$ cat src/rtl/ripple_mon_pkg.sv
// Shared types and defaults for the ripple counter monitor.
package ripple_mon_pkg;

    localparam int CNT_W  = 4;
    localparam int SYNC_N = 2;

    typedef enum logic {
        ST_INIT,
        ST_TRACK
    } state_t;

endpackage

$ cat src/rtl/sync_chain.sv
// Per-bit multi-flop synchronizer bringing an asynchronous bus into the clk domain.
module sync_chain #(
    parameter int WIDTH       = 4,
    parameter int SYNC_STAGES = 2
) (
    input  logic             clk,
    input  logic             reset,
    input  logic [WIDTH-1:0] d,
    output logic [WIDTH-1:0] q
);

    logic [WIDTH-1:0] stages [SYNC_STAGES];

    always_ff @(posedge clk) begin
        if (reset) begin
            for (int i = 0; i < SYNC_STAGES; i++) begin
                stages[i] <= '0;
            end
        end else begin
            stages[0] <= d;
            for (int i = 1; i < SYNC_STAGES; i++) begin
                stages[i] <= stages[i-1];
            end
        end
    end

    assign q = stages[SYNC_STAGES-1];

endmodule

$ cat src/rtl/ripple_count_monitor.sv
// Synchronizes a ripple counter, accepts only values seen on two consecutive cycles,
// and reports matches, wraps and non-unit steps of the accepted count.
module ripple_count_monitor
    import ripple_mon_pkg::*;
#(
    parameter int WIDTH       = CNT_W,
    parameter int SYNC_STAGES = SYNC_N,
    parameter int WRAP_CNT_W  = 8
) (
    input  logic                  clk,
    input  logic                  reset,
    input  logic [WIDTH-1:0]      cnt_in,
    input  logic [WIDTH-1:0]      match_val,
    input  logic                  match_en,
    input  logic                  clr,
    output logic [WIDTH-1:0]      cnt_out,
    output logic                  cnt_valid,
    output logic                  match_pulse,
    output logic                  wrap_pulse,
    output logic [WRAP_CNT_W-1:0] wrap_count,
    output logic                  step_err
);

    localparam int FILL_W = $clog2(SYNC_STAGES + 2);
    localparam logic [FILL_W-1:0] FILL_DONE = FILL_W'(SYNC_STAGES + 1);

    logic [WIDTH-1:0]  s;
    logic [WIDTH-1:0]  p;
    logic [WIDTH-1:0]  delta;
    logic [FILL_W-1:0] fill;
    logic              primed;
    logic              stable;
    logic              changed;
    logic              is_wrap;
    state_t            state;

    sync_chain #(
        .WIDTH       (WIDTH),
        .SYNC_STAGES (SYNC_STAGES)
    ) u_sync (
        .clk   (clk),
        .reset (reset),
        .d     (cnt_in),
        .q     (s)
    );

    // The zeros left in the chain by reset are not real samples, so stability is
    // only trusted once both s and p hold values sampled after reset released.
    assign primed  = (fill == FILL_DONE);
    assign stable  = primed && (s == p);
    assign changed = (state == ST_TRACK) && stable && (s != cnt_out);
    assign is_wrap = (s < cnt_out);
    assign delta   = s - cnt_out;

    always_ff @(posedge clk) begin
        if (reset) begin
            p           <= '0;
            fill        <= '0;
            state       <= ST_INIT;
            cnt_out     <= '0;
            cnt_valid   <= 1'b0;
            match_pulse <= 1'b0;
            wrap_pulse  <= 1'b0;
            wrap_count  <= '0;
            step_err    <= 1'b0;
        end else begin
            p           <= s;
            match_pulse <= 1'b0;
            wrap_pulse  <= 1'b0;
            if (!primed) begin
                fill <= fill + 1'b1;
            end

            case (state)
                ST_INIT: begin
                    if (stable) begin
                        cnt_out   <= s;
                        cnt_valid <= 1'b1;
                        state     <= ST_TRACK;
                    end
                end
                ST_TRACK: begin
                    if (changed) begin
                        cnt_out     <= s;
                        wrap_pulse  <= is_wrap;
                        match_pulse <= match_en && (s == match_val);
                    end
                end
                default: state <= ST_INIT;
            endcase

            // clr wins over a wrap or bad step landing on the same edge.
            if (clr) begin
                wrap_count <= '0;
                step_err   <= 1'b0;
            end else begin
                if (changed && is_wrap && (wrap_count != '1)) begin
                    wrap_count <= wrap_count + 1'b1;
                end
                if (changed && (delta != WIDTH'(1))) begin
                    step_err <= 1'b1;
                end
            end
        end
    end

endmodule

$ cat config.mk
export PLATFORM = sky130hd
export DESIGN_NAME = ripple_count_monitor
export DESIGN_NICKNAME = d
export VERILOG_FILES = /design/src/rtl/ripple_mon_pkg.sv /design/src/rtl/sync_chain.sv /design/src/rtl/ripple_count_monitor.sv
export SDC_FILE = /design/constraint.sdc
export NUM_CORES = 1
export LEC_CHECK = 0
export CAP_MARGIN = 15
export CORE_MARGIN = 2
export CORE_UTILIZATION = 30
export CTS_BUF_LIST = sky130_fd_sc_hd__clkbuf_16
export DETAILED_ROUTE_END_ITERATION = 12
export HOLD_SLACK_MARGIN = 0.05
export PLACE_DENSITY = 0.52
export RECOVER_POWER = 25
export SYNTH_ARGS = -nofsm -noshare
export SYNTH_HDL_FRONTEND = slang
export SYNTH_SLANG_ARGS = --single-unit
$ cat constraint.sdc
create_clock -name clk -period 2.29 [get_ports clk]
set_clock_uncertainty 0.05 [all_clocks]
set_input_delay 0.229 -clock clk [delete_from_list [all_inputs] [get_ports clk]]
set_output_delay 0.229 -clock clk [all_outputs]
set_load 0.005 [all_outputs]
* After elaboration in Yosys (flattened, before gate mapping)
Memories as Yosys holds them, arrays and structs flattened.
Index checks and enable logic that the tools add are counted.
** Cells by class
- Add/subtract/negate cells :: 3
- $lt $le $gt $ge :: 1
- Equality and inequality tests :: 8
- Multiplexer cells :: 10
- Bitwise logic cells :: 4
- Reductions and logical operators :: 11
** Operator list (count)
- $mux 4 :: 4
- $add 8x1->8 const B :: 1
- $eq 4x4->1 :: 2
- $ne 8x8->1 const B :: 1
- $pmux 4 s2 :: 1
- $logic_and 1x1->1 :: 7
- $mux 1 :: 5
- $lt 4x4->1 :: 1
- $ne 2x2->1 const B :: 2
- $ne 4x1->1 const B :: 1
- $ne 4x4->1 :: 1
- $reduce_and 2->1 :: 2
- $sub 4x4->4 :: 1
- $reduce_or 3->1 :: 1
- $add 2x1->2 const B :: 1
- $eq 2x2->1 const B :: 1
- $not 1->1 :: 2
- $or 1x1->1 :: 2
- $reduce_or 2->1 :: 1
** Storage, ports and cells
- Register bits :: 23
- RAM bits :: 8
- Input port bits :: 12
- Output and inout port bits :: 16
- Word-level logic and storage cells :: 47
- Memories :: 1
** Memories
- u_sync.stages :: depth 2, bits a word 4, rd ports 2, clocked after Yosys merged registers in 0, write ports 2, RTL line sync_chain.sv:12 : logic [WIDTH-1:0] stages [SYNC_STAGES];

* Logic depth before layout (Yosys ltp)
- Word-level depth :: 6
- Gate-level depth with buffers :: 9
- Gate-level depth less buffers :: 9

* By module
A second synthesis with hierarchy kept.
** Second synthesis, totals
- Cells, all modules :: 153
- Area total of the unflattened synthesis :: 1445.1 um^2
** By module, submodules not included
- ripple_count_monitor :: instances 1, cells each 133, area an instance 1204.9 um^2, seq. area each 460.4 um^2
- sync_chain :: instances 1, cells each 20, area an instance 240.2 um^2, seq. area each 160.2 um^2

* Least setup slack after synthesis
No wires, ideal clock.
- Path kind :: register -> register
- Start :: mem u_sync.stages[1][0], in the netlist u_sync.stages[0][4]
- End :: reg wrap_count[6]
- Library setup time :: 0.116 ns
- Arrival :: 2.066 ns
- Required time :: 2.124 ns
- Setup slack :: 0.058 ns
- Stages on the path, launching flop included :: 10
- Buffers on the path :: 0
- Period minus slack after synthesis :: 2.232 ns
- Cells stage by stage :: dfxtp_1 inv_1 ha_1 inv_1 fa_1 a21o_1 a21oi_2 nand3_2 or4b_1 o211a_1
** RTL lines
- from (decl) :: RTL line sync_chain.sv:12
- to (signal assigned) :: RTL line ripple_count_monitor.sv:98 : wrap_count <= wrap_count + 1'b1;
- to (decl) :: RTL line ripple_count_monitor.sv:20 : output logic [WRAP_CNT_W-1:0] wrap_count,

==> flow_summary.toml <==
[logic_synthesis]
synth_area_per_cell_um2 = 9.806
synthCells = 141
syn-num-nets = 160
yosysWarnings = 0
ys_types = 39
yosysSeqAreaShare_pct = 44.89
syn_area_um2 = 1383
ys_seq_elements = 31

[timing]
slew_headroom_pct = 47.86
worst_pin_slew_ns = 0.7821
rsz0062_at_grt = "no"
slew_violations = 0
fin_tns_setup_ns = 0
hold_ws_ns = 0.3848
min_period_over_period_pct = 95.21
timing_hold_violations_final = 0
clock.fmax_ghz = 0.4587
fin_crit_ns = 2.180
setup-violations-final = 0

[min_path]
hp-start = "u_sync.stages[0][1]"
hold_class = "flip-flop to flip-flop"
worstHoldEndpoint = "u_sync.stages[0][5]"
min_delay_path_depth = 1

[critical_path]
start_kind = "flip-flop"
rr_startpoint = "u_sync.stages[0][4]"
r2r-end = "wrap_count[6]"
cp-end-kind = "flip-flop"
required_ns = 2.40
critPathMaxFanout = 3
r2r.worst_path.cells = 9
worstPathArrival_ns = 2.29
criticalPathCategory = "flip-flop to flip-flop"
crit_start = "u_sync.stages[0][4]"
r2r_setup_slack_ns = 0.11

[clocking]
clk_latency_ns = 0.27
cts_num_sinks = 31
tritoncts.num_buffers = 5
cts_tree = "built"
htree_levels = 2
clock-root-buffer = "clkbuf_16"
cts.path.max_buffers = 2
clk_pin_slew_ns = 0.05

[floorplan]
io_pins = 28
coreArea_um2 = 4384
initial_core_util_pct = 31.54
die_h_um = 71.89
die_width_um = 71.89
row_count = 24
dieArea_um2 = 5167

[detailed_routing]
drt_pass1_iterations = 4
via_per_inst = 4.860
drcViolationCount = 0
vias = 1142
post_drt_wl_per_cell_um = 12.70
drtIter0Drc = 36
routed_wl_um = 2985
ant_nets = 0

[grt]
antenna_found_initial = 0
gr-total-overflow = 0
grt_first_pass_wirelength_um = 4843
grt_usage_pct = 12.32
grt_pass1_vias = 1096
grt_max_degree = 20

[power_and_ir_drop]
p_leak_nw = 0.7459
swShare_pct = 21.76
power_density_nw_per_um2 = 670.6
combPwrFrac_pct = 9.7
total_power_mw = 1.307
clockPowerShare_pct = 46.5
p_switching_mw = 0.2844
intPower_mw = 1.023
ir_worst_vdd_mv = 0.3644
p_seq_share_pct = 43.7

[layout]
diodes = 0
syn_to_final_growth_pct = 41.00
nFillCells = 430
drive_gt1_share_pct = 16.94
regArea_um2 = 624.3
multi_input_area_um2 = 754.5
nets = 201

[status]
status = "completed"

[flow_run]
drv_cap = 0

[placed_design]
port_buffers = 27
dp_hpwl_um = 2313
place_congestion = 0.7806
[layout by cell type, fill, tap and decap left out, types with 5 or more instances in the layout]
cell	n
dfxtp_1	28
clkdlybuf4s50_1	26
nor2_1	13
nor2b_1	11
buf_4	9
xor2_1	8
nand3_1	7
a21oi_1	7
mux2i_1	6
inv_1	5
ha_1	5
clkbuf_16	5
[cell usage after synthesis, drive strengths merged]
cell	n	area share (%)
or4b	1	0.72
a21o	1	0.54
nand3	8	3.3
a31o	1	0.63
o2111a	1	0.81
xor2	8	5.1
o311a	1	0.72
a211oi	1	0.54
inv	6	1.6
nand4	1	0.45
xnor2	3	1.9
nor2b	11	5.0
nor3	3	1.9
and4	2	1.3
o211a	2	1.4
nand2	5	1.4
ha	6	5.4
nor2	13	3.5
o21bai	1	0.54
or4	2	1.1
mux2i	6	4.3
o21ai	2	0.72
nand4b	1	0.63
dfxtp	31	45
clkbuf	2	0.54
o21ba	1	0.72
or3	3	1.4
a21oi	8	3.2
buf	1	0.36
and3	2	0.90
fa	1	1.4
nand3b	1	0.54
o21a	1	0.54
o31ai	2	1.1
or2	1	0.45
nand2b	1	0.45
[worst max-delay path by stage]
stage,endpoint,slack [ns],depth (start not counted)
6_report,wrap_count[6],0.11,9
5_1_grt,wrap_count[6],0.007,9
4_1_cts,wrap_count[0],0.02,10
3_5_place_dp,wrap_count[0],0.03,10
3_3_place_gp,wrap_count[6],0.10,9
2_1_floorplan,wrap_count[6],0.06,9
[stage by stage]
step	cells	utilization (%)	cell area [um2]	setup slack [ns]
finish	235	44.46	1949	0.1097
global route	235	44.46	1949	0.007005
CTS	234	43.66	1914	0.02249
detailed placement	226	40.44	1773	0.03092
global placement	226	40.44	1773	0.1002
floorplan	141	-	1383	0.05807
[routing by layer]
layer	vias up	global-route usage [%]	wire length (um)
li1	575	-	-
met1	540	15.04	1408
met2	25	19.86	1421
met3	2	3.797	126
met4	0	5.660	28
met5	-	0	0
[state kept, by name (all words and copies together) (netlist names)]
register,count
cnt_out,4
cnt_valid,1
fill,2
match_pulse,1
p,4
state,1
step_err,1
u_sync.stages,8
wrap_count,8
wrap_pulse,1
[critical path, cell delays in order, from the launching register on]
cell and delay [ns]:
dfxtp_2 0.32, inv_2 0.07, ha_4 0.13, inv_2 0.04
fa_2 0.38, a21o_1 0.21, a21oi_4 0.16, nand3_2 0.09
or4b_1 0.49, o211a_1 0.14
[area by class of cell]
type / instances / area share [%]
multi-input cells: 101 / 38.70
inverters: 6 / 1.155
repair buffers: 37 / 17.52
flip-flops and latches: 31 / 32.03
clock buffers: 5 / 6.418
clock inverters: 3 / 0.8344
well taps: 52 / 3.338
[repair_timing]
action / in CTS / in global routing
setup buffers: 0 / 1
resized for setup: 0 / 11
setup endpoints to repair: 0 / 5
hold buffers: 0 / 0
[power groups by stage]
stage	combinational (mW)	sequential (mW)	clock, mW
after floorplan	0.0735	0.581	0
after global placement	0.119	0.581	0
after detailed placement	0.122	0.582	0
after CTS	0.123	0.571	0.626
after global routing	0.141	0.575	0.648
final	0.127	0.572	0.608
[logic make-up (layout without fill, tap and decap cells)]
family                   count (synthesis)  in the layout  share of synthesized area (%)
AND/OR/NAND/NOR                         55             55                          22.90
buffers and inverters                    9             51                          2.534
multiplexers                             6              6                          4.344
XOR/XNOR                                11             11                          6.969
flip-flops                              31             31                          44.89
adder cells (fa/ha/maj)                  7              7                          6.878
AO/OA/AOI/OAI                           22             22                          11.49
Power figures use the tool's default switching activity.
